File: src/rtl/apb_mm_csr.sv
// APB control/status front end of the matrix multiplier: start/dimension/status CSRs plus a
// DATA window bridged onto the core's req/gnt + rvalid operand/result memory port.
module apb_mm_csr #(
  parameter int unsigned ADDR_WIDTH     = 32,
  parameter int unsigned DATA_WIDTH     = 32,
  parameter int unsigned MEM_ADDR_WIDTH = 10,
  parameter int unsigned DIM_WIDTH      = 8
) (
  input  logic                      pclk,
  input  logic                      preset_n,
  input  logic [ADDR_WIDTH-1:0]     paddr,
  input  logic                      psel,
  input  logic                      penable,
  input  logic                      pwrite,
  input  logic [DATA_WIDTH-1:0]     pwdata,
  output logic                      pready,
  output logic [DATA_WIDTH-1:0]     prdata,
  output logic                      mem_req,
  output logic                      mem_we,
  output logic [MEM_ADDR_WIDTH-1:0] mem_addr,
  output logic [DATA_WIDTH-1:0]     mem_wdata,
  input  logic                      mem_gnt,
  input  logic                      mem_rvalid,
  input  logic [DATA_WIDTH-1:0]     mem_rdata,
  output logic                      mm_start,
  output logic [DIM_WIDTH-1:0]      mm_dim_m,
  output logic [DIM_WIDTH-1:0]      mm_dim_n,
  output logic [DIM_WIDTH-1:0]      mm_dim_k,
  input  logic                      mm_busy,
  input  logic                      mm_done
);

  localparam logic [4:0] OffCtrl   = 5'h00;
  localparam logic [4:0] OffStatus = 5'h04;
  localparam logic [4:0] OffDim    = 5'h08;
  localparam logic [4:0] OffAddr   = 5'h0C;
  localparam logic [4:0] OffData   = 5'h10;

  typedef enum logic [1:0] {StIdle, StReq, StResp, StAck} state_e;

  state_e                    state_q;
  logic                      mem_req_q, mem_we_q;
  logic [MEM_ADDR_WIDTH-1:0] mem_addr_q, data_addr_q;
  logic [DATA_WIDTH-1:0]     mem_wdata_q, rdata_q;
  logic [DIM_WIDTH-1:0]      dim_m_q, dim_n_q, dim_k_q;
  logic                      done_q, start_q;

  logic [4:0] offset;
  logic       csr_acc, data_acc, csr_wr;
  logic       unused_paddr;

  assign offset       = paddr[4:0];
  assign unused_paddr = ^paddr[ADDR_WIDTH-1:5];
  assign csr_acc      = (state_q == StIdle) && psel && penable && (offset != OffData);
  assign data_acc     = (state_q == StIdle) && psel && penable && (offset == OffData);
  assign csr_wr       = csr_acc && pwrite;

  // Memory bridge FSM. Once a DATA transfer is accepted it always runs to the ACK cycle,
  // even if the master abandons the APB transfer.
  always_ff @(posedge pclk or negedge preset_n) begin
    if (!preset_n) begin
      state_q     <= StIdle;
      mem_req_q   <= 1'b0;
      mem_we_q    <= 1'b0;
      mem_addr_q  <= '0;
      mem_wdata_q <= '0;
      rdata_q     <= '0;
      data_addr_q <= '0;
    end else begin
      case (state_q)
        StIdle: begin
          if (data_acc) begin
            mem_req_q   <= 1'b1;
            mem_we_q    <= pwrite;
            mem_wdata_q <= pwdata;
            mem_addr_q  <= data_addr_q;
            state_q     <= StReq;
          end else if (csr_wr && offset == OffAddr) begin
            data_addr_q <= pwdata[MEM_ADDR_WIDTH-1:0];
          end
        end
        StReq: begin
          if (mem_gnt) begin
            mem_req_q <= 1'b0;
            state_q   <= mem_we_q ? StAck : StResp;
          end
        end
        StResp: begin
          if (mem_rvalid) begin
            rdata_q <= mem_rdata;
            state_q <= StAck;
          end
        end
        StAck: begin
          data_addr_q <= data_addr_q + MEM_ADDR_WIDTH'(1);
          state_q     <= StIdle;
        end
        default: state_q <= StIdle;
      endcase
    end
  end

  always_ff @(posedge pclk or negedge preset_n) begin
    if (!preset_n) begin
      start_q <= 1'b0;
      done_q  <= 1'b0;
      dim_m_q <= '0;
      dim_n_q <= '0;
      dim_k_q <= '0;
    end else begin
      start_q <= csr_wr && (offset == OffCtrl) && pwdata[0] && !mm_busy;
      // A completion arriving with the clearing write must not be lost.
      done_q  <= mm_done | (done_q & ~(csr_wr && (offset == OffStatus) && pwdata[1]));
      if (csr_wr && (offset == OffDim) && !mm_busy) begin
        {dim_k_q, dim_n_q, dim_m_q} <= pwdata[3*DIM_WIDTH-1:0];
      end
    end
  end

  always_comb begin
    prdata = '0;
    case (state_q)
      StIdle: begin
        if (psel) begin
          case (offset)
            OffStatus: prdata = DATA_WIDTH'({done_q, mm_busy});
            OffDim:    prdata = DATA_WIDTH'({dim_k_q, dim_n_q, dim_m_q});
            OffAddr:   prdata = DATA_WIDTH'(data_addr_q);
            default:   prdata = '0;
          endcase
        end
      end
      StAck:   prdata = rdata_q;
      default: prdata = '0;
    endcase
  end

  assign pready    = csr_acc || (state_q == StAck);
  assign mem_req   = mem_req_q;
  assign mem_we    = mem_we_q;
  assign mem_addr  = mem_addr_q;
  assign mem_wdata = mem_wdata_q;
  assign mm_start  = start_q;
  assign mm_dim_m  = dim_m_q;
  assign mm_dim_n  = dim_n_q;
  assign mm_dim_k  = dim_k_q;

endmodule

File: config.mk
export PLATFORM = sky130hd
export DESIGN_NAME = apb_mm_csr
export DESIGN_NICKNAME = d
export VERILOG_FILES = /design/src/rtl/apb_mm_csr.sv
export SDC_FILE = /design/constraint.sdc
export NUM_CORES = 1
export LEC_CHECK = 0
export BUFFER_PORTS_ARGS = -buffer_cell sky130_fd_sc_hd__clkbuf_2
export CAP_MARGIN = 20
export CORE_UTILIZATION = 40
export DETAILED_ROUTE_END_ITERATION = 10
export PLACE_DENSITY = 0.68
export SETUP_SLACK_MARGIN = 0.15
export SLEW_MARGIN = 0
export SYNTH_ARGS = -nofsm -noshare
export SYNTH_HDL_FRONTEND = slang
export SYNTH_SLANG_ARGS = --single-unit
File: constraint.sdc
create_clock -name pclk -period 2.77 [get_ports pclk]
set_input_delay 0.1385 -clock pclk [delete_from_list [all_inputs] [get_ports pclk]]
set_output_delay 0.1385 -clock pclk [all_outputs]
set_load 0.05 [all_outputs]
---- Yosys cells after proc, flatten, opt, wreduce, memory -nomap -nowiden ----
Cells that the tools add are included.
word-level totals
  logic and storage cells ................. 67
  output and inout port bits .............. 102
  input port bits ......................... 105
  flip-flop bits (word level) ............. 114
cells by class
  muxes and demuxes ....................... 14
  reduce and logical (&&, ||, !) cells .... 24
  eq/ne operators ......................... 13
  add/sub/neg operators ................... 1
  bitwise gates (word level) .............. 3
operators with widths
  cell                                                                   number
  24-bit one-hot mux with 3 select lines                                 1
  32-bit one-hot mux with 2 select lines                                 1
  24-bit 2-to-1 mux                                                      1
  10-bit 2-to-1 mux                                                      2
  10-bit one-hot mux with 2 select lines                                 1
  1-bit logical AND                                                      13
  10-bit by 1-bit adder with 10-bit output, second input constant        1
  5-bit by 4-bit equality test with 1-bit output, second input constant  2
  3-bit AND reduction                                                    3
  2-bit != test, second input constant                                   4
  2-bit one-hot mux with 4 select lines                                  1
  2-bit 2-to-1 mux                                                       3
  5-bit by 3-bit equality test with 1-bit output, second input constant  1
  5-bit equality test, second input constant                             1
  5-bit logical NOT                                                      1
  5-bit != test, second input constant                                   1
  2-bit equality test, second input constant                             2
  2-bit AND reduction                                                    2
  2-bit nonzero test                                                     2
  1-bit 2-to-1 mux                                                       3
  2-bit by 1-bit equality test with 1-bit output, second input constant  1
  2-bit logical NOT                                                      1
  2-bit by 1-bit != test with 1-bit output, second input constant        1
  1-bit one-hot mux with 2 select lines                                  1
  5 further kinds                                                        5

---- Longest topological paths before layout ----
Gate-level depths: netlist of the first run.
  depth after elaboration ................. 10
  gate-level depth with buffers ........... 9
  depth with buffers taken out ............ 6

---- Worst setup path after synthesis of the first run ----
OpenSTA, ideal clock, no wires.
  path type ............................... register to output
  start ................................... register state_q[0]
  end ..................................... output prdata[2]
  cell stages (with the launch flop) ...... 8
  buffers on the path ..................... 1
  data arrival time ....................... 2519 ps
  required time ........................... 2632 ps
  slack ................................... 113 ps
  cell sequence ........................... dfrtp_1 > inv_1 > ha_1 > buf_2 > nand2_1 > nor4b_1 > a22oi_1 > nor2_1
on the way
  cells in the longest elaborated chain, start to end .. 2
  elaborated cells on any way between the ends .. 3
  classes of those cells .................. eq/ne: 1; mux: 1; reduce/logical: 1
RTL lines
  element                                                   line  text
  from (decl)                                               41    state_e state_q;
  from (signal assigned)                                    62    state_q <= StIdle;
  from (signal assigned)                                    77    state_q <= StReq;
  from (signal assigned)                                    85    state_q <= mem_we_q ? StAck : StResp;
  2-bit equality test or 2-bit logical NOT (tied branches)  122   case (state_q)
  32-bit one-hot mux with 2 select lines (*)                122
  to (decl)                                                 17    output logic [DATA_WIDTH-1:0] prdata,
Every way passes the cells marked *; elsewhere a longest branch is shown, timed or not.

---- Worst setup path in the final report of the first run ----
  start ................................... register state_q[0]
  end ..................................... output prdata[12]
The elaborated chain is that of the path after synthesis.

==> impl_metrics.csv, run 1 <==
group,metric,value,unit
logic_synthesis,syn-mean-instance-area,12.6,µm²
timing,period_minus_slack,2.45,ns
setup_path,critical_path_maximum_fanout,14,
clocking,cts_made_buffers,17,
clocking,ctsRootBufferMaster,"sky130_fd_sc_hd__clkbuf_16",
global_route,grt_overflow_total,0,
setup_path,ff2ff_setup_slack,0.48,ns
clocking,worst_skew_pair.late_latency,0.41,ns
routing,detailroute.via_count,4271,
outcome,outcome,"finished, final reports clean",
global_route,grt_pass1_vias,4418,
setup_path,r2r-start,"state_q[0]",
setup_path,critical_path.cell_chain,"inv_1 > ha_4 > nand2_1 > nor3_2 > buf_4 > a22oi_1 > nor2_1 > clkbuf_2",
setup_path,r2r.worst_path.cells,6,
routing,firstDrtPassIters,4,
cells_and_area,mostFrequentLayoutCells,"sky130_fd_sc_hd__clkbuf_2 (167), sky130_fd_sc_hd__dfrtp_1 (114), sky130_fd_sc_hd__mux2_2 (106), sky130_fd_sc_hd__dlygate4sd3_1 (62), sky130_fd_sc_hd__a22oi_1 (25)",
timing,max_clock_freq,407,MHz
min_path,holdCritStartpoint,"pwdata[8]",
setup_path,worstSetupStartpointType,"register",
timing,max_slew.worst_pin.slew,0.669,ns
timing,report.final.slew_viol_count,0,
cells_and_area,nFillCells,1018,
clocking,post-cts-setup-buffers,0,
floorplanning,ioPinCount,207,
floorplanning,chipHeight,116,µm
routing,wire_per_inst,17.2,µm
cells_and_area,seqCellArea,2850,µm²
placement,placement.io_buffers,179,
power,total_leakage_power,3.85,nW
placement,gp_congestion,0.838,
clocking,clk_transition_reported_paths,0.05,ns
flow_run,maxCapViolations,0,
global_route,grt_use_total,22.4,%
cells_and_area,antenna_cells,0,
timing,fin_setup_tns,0,ns
setup_path,crit_family,"buffers and inverters",
setup_path,critical-path-max-stage-delay,0.42,ns
logic_synthesis,syn-num-nets,522,
setup_path,worst-endpoint-required,2.63,ns
power,areal_power_density_over_the_cells,955,nW/µm²
timing,rsz0062_at_grt,"false",
floorplanning,die_width,116,µm
logic_synthesis,yosysWarnings,0,
timing,clock_skew,0.0108,ns
timing,holdWs,0.00628,ns
timing,slew_headroom,55.4,%
floorplanning,placement_rows,41,
cells_and_area,final_nets,766,
clocking,cts_buffer_depth,2,
routing,dr.first_iter.drc_count,331,
setup_path,critical_path_buf_inv_count,3,
global_route,grt_max_degree,65,
logic_synthesis,synth_async_sr_flop_share,100,%
routing,avgViaCountPerCell,5.09,
setup_path,critical_path.reg2reg.endpoint,"data_addr_q[9]",
min_path,holdPathStages,2,
logic_synthesis,gate_count_after_technology_mapping,412,
global_route,grt_first_pass_wirelength,22400,µm
timing,report.final.setup_viol,0,
timing,setup_slack,0.316,ns
logic_synthesis,dominantRegCellSynth,"sky130_fd_sc_hd__dfrtp_1",
setup_path,timing.critical_path.arrival,2.32,ns
cells_and_area,multi_input_comb_area,2220,µm²
setup_path,timing.critical_path.slowest_stage_cell,"sky130_fd_sc_hd__dfrtp_1",
logic_synthesis,synth.distinct_cells,45,
routing,route.detailed.drc,0,
placement,placement.setup.worst_slack,0.317,ns
floorplanning,floorplan.initialDensity,41.1,%
placement,dp_hpwl,9330,µm
routing,antenna_left,0,
floorplanning,core,12600,µm²
floorplanning,dieArea,13400,µm²
routing,post_route_wl,14400,µm
logic_synthesis,synth_enable_flop_cells,0,
min_path,hold-path-endpoint,"mm_dim_n[0]",
cells_and_area,layout_cell_share_with_drive_strength_beyond_1,49.9,%
clocking,h-tree-depth,4,
min_path,hp-class,"in -> reg",
logic_synthesis,mappedNetlistArea,5190,µm²
logic_synthesis,share_of_the_yosys_chip_area_belonging_to_registers,55.0,%
timing,timing.final.hold_violations,0,
cells_and_area,mostFrequentLayoutCell,"sky130_fd_sc_hd__clkbuf_2",
global_route,grt_antenna_before_repair,0,
clocking,tritoncts_sink_count,114,
cells_and_area,layout-area-overhead-vs-synth,47.3,%
setup_path,criticalPathCategory,"reg -> out",
logic_synthesis,ys_seq_elements,114,
power,vdd_ir_drop_max,0.506,mV
clocking,tritoncts,"built",
setup_path,element_type_at_the_critical_path_end,"output pin",
timing,fin_crit_sh,88.6,%
flip-flops by register name, summed over array words and instances, names as in the netlist:
register,flops
mm_dim_n,8
mm_dim_k,8
rdata_q,32
mm_start,1
mem_we,1
mem_wdata,32
done_q,1
state_q,2
data_addr_q,10
mem_addr,10
mm_dim_m,8
mem_req,1
timing repair:
item                                    CTS  global route
gates resized for setup                   1             3
hold buffers                             62             0
pin swaps                                 0             0
endpoints found under the setup margin   13            24
endpoints found under the hold margin   127             0
cells in the mapped netlist (all sizes together) (2+ instances only):
| cell type | count | area [µm²] |
|---|---|---|
| a21boi | 2 | 15.0 |
| nand3 | 7 | 35.0 |
| nand2b | 2 | 12.5 |
| and2 | 9 | 56.3 |
| a21oi | 3 | 15.0 |
| and3 | 3 | 18.8 |
| nand4 | 4 | 25.0 |
| mux2i | 6 | 60.1 |
| and4 | 2 | 17.5 |
| nor4 | 4 | 31.3 |
| o21ai | 8 | 40.0 |
| o311ai | 3 | 26.3 |
| nor2 | 30 | 113 |
| nand2 | 19 | 71.3 |
| buf | 10 | 52.6 |
| a22oi | 25 | 188 |
| nor2b | 2 | 12.5 |
| inv | 11 | 41.3 |
| mux2 | 106 | 1190 |
| dfrtp | 114 | 2850 |
| ha | 5 | 62.6 |
| clkbuf | 15 | 56.3 |
| o2bb2ai | 2 | 17.5 |
| o211ai | 2 | 15.0 |
| nor3 | 2 | 10.0 |
cell families (layout without fill, tap and decap cells):
kind of cell               after synthesis  in the layout  share of synthesized area [%]
DFF                                    114            114                           55.0
muxes                                  112            112                           24.2
and+or+nand+nor                         89             89                           8.56
AOI/OAI and AO/OA                       55             55                           8.10
buffers and inverters                   37            292                           2.97
adders and majority gates                5              5                           1.21
final cells by class:
cell class	instances	share of cell area [%]
sequential	114	37.3
multi-input combinational	261	29.0
timing repair buffer	250	23.0
clock buffer	25	6.49
tap	172	2.82
clock inverter	5	0.688
inverter	12	0.590
how the worst max path moves through the flow:
stage | start | endpoint | cells past startpoint | slack (ns)
final | state_q[0] | prdata[12] | 8 | 0.32
after global routing | state_q[0] | prdata[2] | 8 | 0.16
after CTS | state_q[0] | prdata[23] | 8 | 0.23
after detailed placement | state_q[0] | data_addr_q[9] | 6 | 0.32
after global placement | state_q[0] | data_addr_q[9] | 6 | 0.37
after floorplan | state_q[0] | prdata[2] | 7 | 0.31
metrics by stage:
stage / std cells / cell area (µm²) / utilization (%) / total power, W
2_1_floorplan: 412 / 5210 / - / 0.00431
3_3_place_gp: 747 / 6460 / 51.2 / 0.00507
3_5_place_dp: 747 / 6460 / 51.2 / 0.00515
4_1_cts: 839 / 7630 / 60.5 / 0.00727
5_1_grt: 839 / 7640 / 60.5 / 0.00763
6_report: 839 / 7640 / 60.5 / 0.00730
layer usage:
metal  wire, µm  track usage, %  up-vias
met3       1010            8.42       22
li1           -               -     1983
met1       6040            26.7     2103
met2       7120            36.8      163
met5          0               0        -
met4        248            8.55        0
report_power, final:
| part | internal [W] | total (W) | switching, W |
|---|---|---|---|
| sequential | 0.00207 | 0.00235 | 0.000274 |
| clock | 0.00131 | 0.00203 | 0.000723 |
| combinational | 0.00108 | 0.00291 | 0.00183 |
| total | 0.00447 | 0.00730 | 0.00283 |
(Power assumes the default switching activity.)
==> run 2: changes to the inputs <==
--- a/config.mk
+++ b/config.mk
@@ -5,11 +5,12 @@
 export SDC_FILE = /design/constraint.sdc
 export NUM_CORES = 1
 export LEC_CHECK = 0
+export ABC_AREA = 1
 export BUFFER_PORTS_ARGS = -buffer_cell sky130_fd_sc_hd__clkbuf_2
 export CAP_MARGIN = 20
 export CORE_UTILIZATION = 40
 export DETAILED_ROUTE_END_ITERATION = 10
-export PLACE_DENSITY = 0.68
+export PLACE_DENSITY = 0.67
 export SETUP_SLACK_MARGIN = 0.15
 export SLEW_MARGIN = 0
 export SYNTH_ARGS = -nofsm -noshare
==> run 2 against run 1 <==
Against the previous run: sequential share of layout area down 1.3 points; worst setup slack improved by 0.083 ns; highest routed layer unchanged; routed wire length grew 14%; cell area grew 3.7%; via count is 25% higher; non-clock buffer count up 7; register-to-register slack improved by 0.11 ns; count of clock-buffer cells in the layout decreased by 6.
==> impl_metrics.csv, run 2 <==
group,metric,value,unit
power,total_leakage_power,4.20,nW
routing,antenna_left,0,
logic_synthesis,yosysWarnings,0,
setup_path,element_type_at_the_critical_path_end,"output pin",
routing,post_route_wl,16500,µm
global_route,grt_antenna_before_repair,0,
logic_synthesis,synth_top_area_cell,"sky130_fd_sc_hd__dfrtp_1",
clocking,tritoncts_sink_count,114,
floorplanning,dieArea,14400,µm²
timing,slew_headroom,45.8,%
routing,routed-wl-met2,8040,µm
setup_path,critical-path-max-stage-delay,0.44,ns
logic_synthesis,syn-mean-instance-area,8.66,µm²
timing,fin_setup_tns,0,ns
clocking,ctsResizeCount,0,
timing,clock_skew,0.0113,ns
setup_path,timing.critical_path.arrival,2.23,ns
clocking,ctsRootBufferMaster,"sky130_fd_sc_hd__clkbuf_16",
floorplanning,chipHeight,120,µm
floorplanning,die_width,120,µm
cells_and_area,final_cell_area,7920,µm²
routing,route.met3.wl,1170,µm
setup_path,critical_path_maximum_fanout,10,
timing,max_slew.worst_pin.slew,0.813,ns
cells_and_area,final_nets,997,
placement,dp_hpwl,11100,µm
floorplanning,floorplan.initialDensity,41.6,%
logic_synthesis,synth_enable_flop_cells,0,
global_route,grt_pass1_vias,5373,
floorplanning,ioPinCount,207,
cells_and_area,mostFrequentLayoutCell,"sky130_fd_sc_hd__nand2_1",
power,power.share.switching,39.2,%
global_route,grt_use_total,24.2,%
clocking,cts_buffer_depth,2,
routing,top_routing_layer_in_use,"met4",
routing,drt-met1-wl,6790,µm
placement,placement.io_buffers,179,
routing,route.detailed.drc,0,
power,comb_power_share,35.4,%
global_route,grt_max_degree,62,
power,vdd_ir_drop_max,0.440,mV
logic_synthesis,synth.distinct_cells,29,
cells_and_area,antenna_cells,0,
outcome,outcome,"finished, final reports clean",
logic_synthesis,synth.area.top_cells,"sky130_fd_sc_hd__dfrtp_1 (51%), sky130_fd_sc_hd__nand2_1 (16%), sky130_fd_sc_hd__mux2_2 (6.5%)",
power,power.switching,0.00298,W
global_route,grt_overflow_total,0,
logic_synthesis,mappedNetlistArea,5580,µm²
clocking,worst_skew_pair.late_latency,0.42,ns
timing,report.final.setup_viol,0,
logic_synthesis,gate_count_after_technology_mapping,644,
min_path,hp-class,"in -> reg",
floorplanning,core,13400,µm²
placement,postPlaceCellArea,6600,µm²
timing,max_clock_freq,422,MHz
timing,rsz0062_at_grt,"false",
routing,avgViaCountPerCell,4.97,
logic_synthesis,synth_async_sr_flop_share,100,%
setup_path,critical_path.cell_chain,"inv_1 > ha_1 > nand2_2 > nor3_2 > buf_4 > nand2_1 > a21oi_1 > clkbuf_2",
logic_synthesis,syn-num-nets,754,
power,power.sequential.fraction,32.5,%
cells_and_area,layout_cell_share_with_drive_strength_beyond_1,31.6,%
setup_path,worst-endpoint-required,2.63,ns
power,areal_power_density_over_the_cells,958,nW/µm²
timing,report.final.slew_viol_count,0,
global_route,grt_first_pass_wirelength,26600,µm
routing,wire_per_inst,15.3,µm
logic_synthesis,share_of_the_yosys_chip_area_belonging_to_registers,51.2,%
timing,fin_crit_sh,85.6,%
logic_synthesis,yosysTopAreaCellShare,51.2,%
power,internal_power,0.00461,W
timing,timing.final.hold_violations,0,
timing,period_minus_slack,2.37,ns
timing,holdWs,0.0221,ns
placement,placement.setup.worst_slack,0.637,ns
clocking,cts_made_buffers,17,
clocking,clk_transition_reported_paths,0.05,ns
logic_synthesis,yosys-top-cells-count,"sky130_fd_sc_hd__nand2_1 (240), sky130_fd_sc_hd__dfrtp_1 (114), sky130_fd_sc_hd__nand3_1 (54)",
routing,detailroute.via_count,5353,
clocking,tritoncts,"built",
clocking,h-tree-depth,4,
placement,gp_congestion,0.799,
setup_path,worstSetupStartpointType,"register",
routing,firstDrtPassIters,4,
setup_path,timing.critical_path.slowest_stage_cell,"sky130_fd_sc_hd__dfrtp_1",
power,power.share.clock,32.1,%
timing,setup_slack,0.398,ns
power,total_power,0.00758,W
logic_synthesis,ys_seq_elements,114,
logic_synthesis,post-synth-top-count-cell,"sky130_fd_sc_hd__nand2_1",
cells_and_area,mostFrequentLayoutCells,"sky130_fd_sc_hd__nand2_1 (239), sky130_fd_sc_hd__clkbuf_2 (177), sky130_fd_sc_hd__dfrtp_1 (114), sky130_fd_sc_hd__dlygate4sd3_1 (66), sky130_fd_sc_hd__nand3_1 (54)",
flow_run,maxCapViolations,0,
cells_and_area,layout-area-overhead-vs-synth,42.1,%
floorplanning,placement_rows,42,
routing,dr.first_iter.drc_count,266,
logic_synthesis,dominantRegCellSynth,"sky130_fd_sc_hd__dfrtp_1",
setup_path,criticalPathCategory,"reg -> out",
[run 2: cell types whose count changed in the layout (fill, tap and decap cells not counted), moves of 8 or more]
cell | before | now
sky130_fd_sc_hd__and2_1 | 9 | 0
sky130_fd_sc_hd__inv_1 | 11 | 43
sky130_fd_sc_hd__a21oi_1 | 3 | 25
sky130_fd_sc_hd__mux2_2 | 106 | 32
sky130_fd_sc_hd__nor2_1 | 22 | 8
sky130_fd_sc_hd__clkbuf_2 | 167 | 177
sky130_fd_sc_hd__o21ai_2 | 0 | 9
sky130_fd_sc_hd__buf_12 | 12 | 1
sky130_fd_sc_hd__nand2_1 | 19 | 239
sky130_fd_sc_hd__o21ai_0 | 8 | 41
sky130_fd_sc_hd__nor2_2 | 8 | 0
sky130_fd_sc_hd__a22oi_1 | 25 | 0
sky130_fd_sc_hd__nand3_1 | 7 | 54
[run 2: critical path: cells and delay by family (launching register included)]
family          cells  cell delay, ns
compound gates      1            0.14
fa+ha+maj           1            0.24
buf+inv             3            0.60
flops               1            0.44
simple gates        3            0.40
[run 2: kinds of logic (layout without fill, tap and decap cells)]
family,count (synthesis),in the layout,share of synthesized area (%)
adders and majority gates,5,5,1.12
muxes,32,32,6.46
DFF,114,114,51.2
AOI/OAI and AO/OA,84,84,8.24
xor gates and xnor gates,1,1,0.157
and+or+nand+nor,329,329,26.1
buffers and inverters,79,335,6.71
[run 2: per-stage QoR]
step | utilization [%] | instances
final | 59.1 | 1076
after detailed placement | 49.3 | 978
after global routing | 59.1 | 1076
after CTS | 59.1 | 1076
after global placement | 49.3 | 978
after floorplan | - | 644
[run 2: path summary, 6_finish.rpt]
path	start	endpoint	slack [ns]	cells past startpoint
setup / recovery	state_q[0]	prdata[7]	0.40	8
hold / removal	mem_gnt	mem_req	0.02	4
setup reg to reg	state_q[0]	mm_dim_k[0]	0.59	10
hold reg to reg	mem_wdata[11]	mem_wdata[11]	0.47	2
max in group asynchronous	preset_n	mem_wdata[0]	1.58	3
min in group asynchronous	preset_n	data_addr_q[4]	0.36	2
[run 2: what timing repair did]
item | in CTS | in global routing
endpoints found under the setup margin | 0 | 0
buffers inserted | 0 | 0
hold endpoints to repair | 143 | 0
hold buffers | 66 | 0
[run 2: area by class of cell]
cell class	instances	area, µm²
Clock buffer	19	453
Clock inverter	13	208
Fill cell	1186	5480
Inverter	46	173
Multi-Input combinational cell	451	2350
Sequential cell	114	2850
Tap cell	176	220
Timing Repair Buffer	257	1660
[run 2: power groups by stage]
| stage | logic [W] | clock network [W] | registers [W] |
|---|---|---|---|
| 2_1_floorplan | 0.00151 | 0 | 0.00287 |
| 3_3_place_gp | 0.00258 | 0 | 0.00246 |
| 3_5_place_dp | 0.00261 | 0 | 0.00247 |
| 4_1_cts | 0.00270 | 0.00247 | 0.00246 |
| 5_1_grt | 0.00292 | 0.00255 | 0.00252 |
| 6_report | 0.00269 | 0.00243 | 0.00246 |
[run 2: routing by layer]
metal | global-route usage [%] | vias to the layer above
met4 | 11.0 | 0
met1 | 28.2 | 2560
met5 | 0 | -
met3 | 7.13 | 29
met2 | 40.9 | 188
li1 | - | 2576
==> run 3: changes to the inputs <==
--- a/config.mk
+++ b/config.mk
@@ -8,9 +8,9 @@
 export ABC_AREA = 1
 export BUFFER_PORTS_ARGS = -buffer_cell sky130_fd_sc_hd__clkbuf_2
 export CAP_MARGIN = 20
-export CORE_UTILIZATION = 40
+export CORE_UTILIZATION = 50
 export DETAILED_ROUTE_END_ITERATION = 10
-export PLACE_DENSITY = 0.67
+export PLACE_DENSITY = 0.81
 export SETUP_SLACK_MARGIN = 0.15
 export SLEW_MARGIN = 0
 export SYNTH_ARGS = -nofsm -noshare
==> run 3 against run 2 <==
Against the previous run: global-route usage is 5.8 points higher; largest cell class unchanged; critical path depth did not move; critical path type unchanged; non-clock buffer count is 4 higher.
==> impl_metrics.csv, run 3 (synthesis results as in run 2) <==
group,metric,value,unit
setup_path,worstSetupStartpointType,"register",
placement,placement.io_buffers,179,
routing,detailroute.via_count,5430,
routing,dr.first_iter.drc_count,365,
timing,report.final.slew_viol_count,0,
setup_path,worst-endpoint-required,2.63,ns
power,total_leakage_power,4.24,nW
cells_and_area,final_non_filler_cell_total,1044,
outcome,outcome,"finished, final reports clean",
cells_and_area,final_nets,1002,
global_route,grt_overflow_total,0,
timing,period_minus_slack,2.47,ns
floorplanning,placement_rows,38,
timing,setup_slack,0.300,ns
placement,post-place-cells,939,
timing,max_clock_freq,405,MHz
placement,placement.setup.worst_slack,0.590,ns
setup_path,element_type_at_the_critical_path_end,"output pin",
timing,fin_setup_tns,0,ns
cells_and_area,multi_input_comb_area,2370,µm²
timing,timing.final.hold_violations,0,
timing,clock_skew,0.00583,ns
routing,antenna_left,0,
global_route,grt_max_degree,70,
floorplanning,floorplan.initialDensity,51.4,%
clocking,tritoncts_sink_count,114,
setup_path,timing.critical_path.arrival,2.33,ns
setup_path,criticalPathCategory,"reg -> out",
clocking,ctsRootBufferMaster,"sky130_fd_sc_hd__clkbuf_8",
floorplanning,dieArea,11600,µm²
global_route,grt_use_total,30.1,%
cells_and_area,antenna_cells,0,
power,vdd_ir_drop_max,0.554,mV
flow_run,maxCapViolations,0,
cells_and_area,layout_cell_share_with_drive_strength_beyond_1,31.2,%
timing,report.final.setup_viol,0,
global_route,grt_pass1_vias,5451,
clocking,cts_made_buffers,17,
placement,gp_congestion,0.829,
setup_path,critical_path_maximum_fanout,14,
global_route,grt_antenna_before_repair,0,
clocking,cts_buffer_depth,2,
power,total_power,0.00774,W
global_route,grt_first_pass_wirelength,26500,µm
timing,holdWs,0.0449,ns
min_path,hp-class,"in -> reg",
floorplanning,chipHeight,108,µm
timing,fin_crit_sh,89.2,%
floorplanning,die_width,108,µm
clocking,worst_skew_pair.late_latency,0.51,ns
cells_and_area,mostFrequentLayoutCells,"sky130_fd_sc_hd__nand2_1 (239), sky130_fd_sc_hd__clkbuf_2 (178), sky130_fd_sc_hd__dfrtp_1 (114), sky130_fd_sc_hd__dlygate4sd3_1 (72), sky130_fd_sc_hd__nand3_1 (54)",
cells_and_area,mostFrequentLayoutCell,"sky130_fd_sc_hd__nand2_1",
routing,post_route_wl,16700,µm
cells_and_area,seqCellArea,2850,µm²
floorplanning,ioPinCount,207,
clocking,h-tree-depth,4,
routing,avgViaCountPerCell,5.20,
power,areal_power_density_over_the_cells,970,nW/µm²
routing,firstDrtPassIters,5,
routing,route.detailed.drc,0,
placement,dp_hpwl,10500,µm
cells_and_area,layout-area-overhead-vs-synth,43.1,%
cells_and_area,nFillCells,787,
timing,rsz0062_at_grt,"false",
clocking,tritoncts,"built",
timing,max_slew.worst_pin.slew,0.894,ns
clocking,clk_transition_reported_paths,0.06,ns
timing,slew_headroom,40.4,%
floorplanning,core,10800,µm²
routing,wire_per_inst,16.0,µm
run 3: cell types whose count changed in the layout (fill, tap and decap cells not counted), moves of 2 or more:
cell                            before  now
sky130_fd_sc_hd__dlygate4sd3_1      66   72
sky130_fd_sc_hd__buf_4              13    9
sky130_fd_sc_hd__clkbuf_8            2    7
sky130_fd_sc_hd__clkinv_4            2    0
sky130_fd_sc_hd__clkinv_2            2    0
sky130_fd_sc_hd__clkinvlp_4          4    2
run 3: area by class of cell:
class	count	share of cell area, %
timing repair buffer	261	21.5
clock inverter	8	2.45
multi-input combinational	452	29.7
tap	140	2.20
sequential	114	35.8
clock buffer	23	6.23
inverter	46	2.16
run 3: path summary, 6_finish.rpt:
check                               from       endpoint  slack (ns)  cells past startpoint
max                           state_q[0]     prdata[16]        0.30                      8
min                           mem_rvalid     state_q[0]        0.04                      5
max reg2reg                   state_q[0]         done_q        0.37                     10
min reg2reg                mem_wdata[13]  mem_wdata[13]        0.47                      2
max in group asynchronous       preset_n    rdata_q[18]        1.73                      3
min in group asynchronous       preset_n    mm_dim_m[5]        0.28                      2
run 3: worst max-delay path, cell delays in order, from the launching register on:
cell                       delay [ns]
sky130_fd_sc_hd__dfrtp_1         0.44
sky130_fd_sc_hd__inv_1           0.13
sky130_fd_sc_hd__ha_1            0.24
sky130_fd_sc_hd__nand2_2         0.16
sky130_fd_sc_hd__nor2_4          0.14
sky130_fd_sc_hd__buf_12          0.14
sky130_fd_sc_hd__nand2_1         0.05
sky130_fd_sc_hd__a21oi_1         0.19
sky130_fd_sc_hd__clkbuf_2        0.33
run 3: per-layer routing:
layer	global-route usage [%]	wire, µm	vias to the layer above
met2	52.9	8460	252
met4	11.5	437	0
met5	0	0	-
li1	-	-	2589
met1	34.9	6540	2554
met3	7.75	1260	35
run 3: what timing repair did:
action | CTS | global route
pin swaps | 0 | 2
hold buffers | 72 | 0
resized for setup | 1 | 1
gates cloned | 0 | 1
setup endpoints to repair | 10 | 22
hold endpoints to repair | 167 | 0
setup buffers | 0 | 1
run 3: per-stage QoR:
stage	utilization [%]	area [µm²]
6_report	73.6	7980
5_1_grt	73.6	7980
4_1_cts	73.3	7950
3_5_place_dp	60.2	6530
3_3_place_gp	60.2	6530
2_1_floorplan	-	5580
run 3: power breakdown:
group / internal (W) / leakage, nW / total (W) / switching, W
registers: 0.00213 / 1.44 / 0.00248 / 0.000348
logic: 0.000825 / 2.46 / 0.00271 / 0.00189
clock network: 0.00178 / 0.333 / 0.00254 / 0.000759
total: 0.00474 / 4.24 / 0.00774 / 0.00300
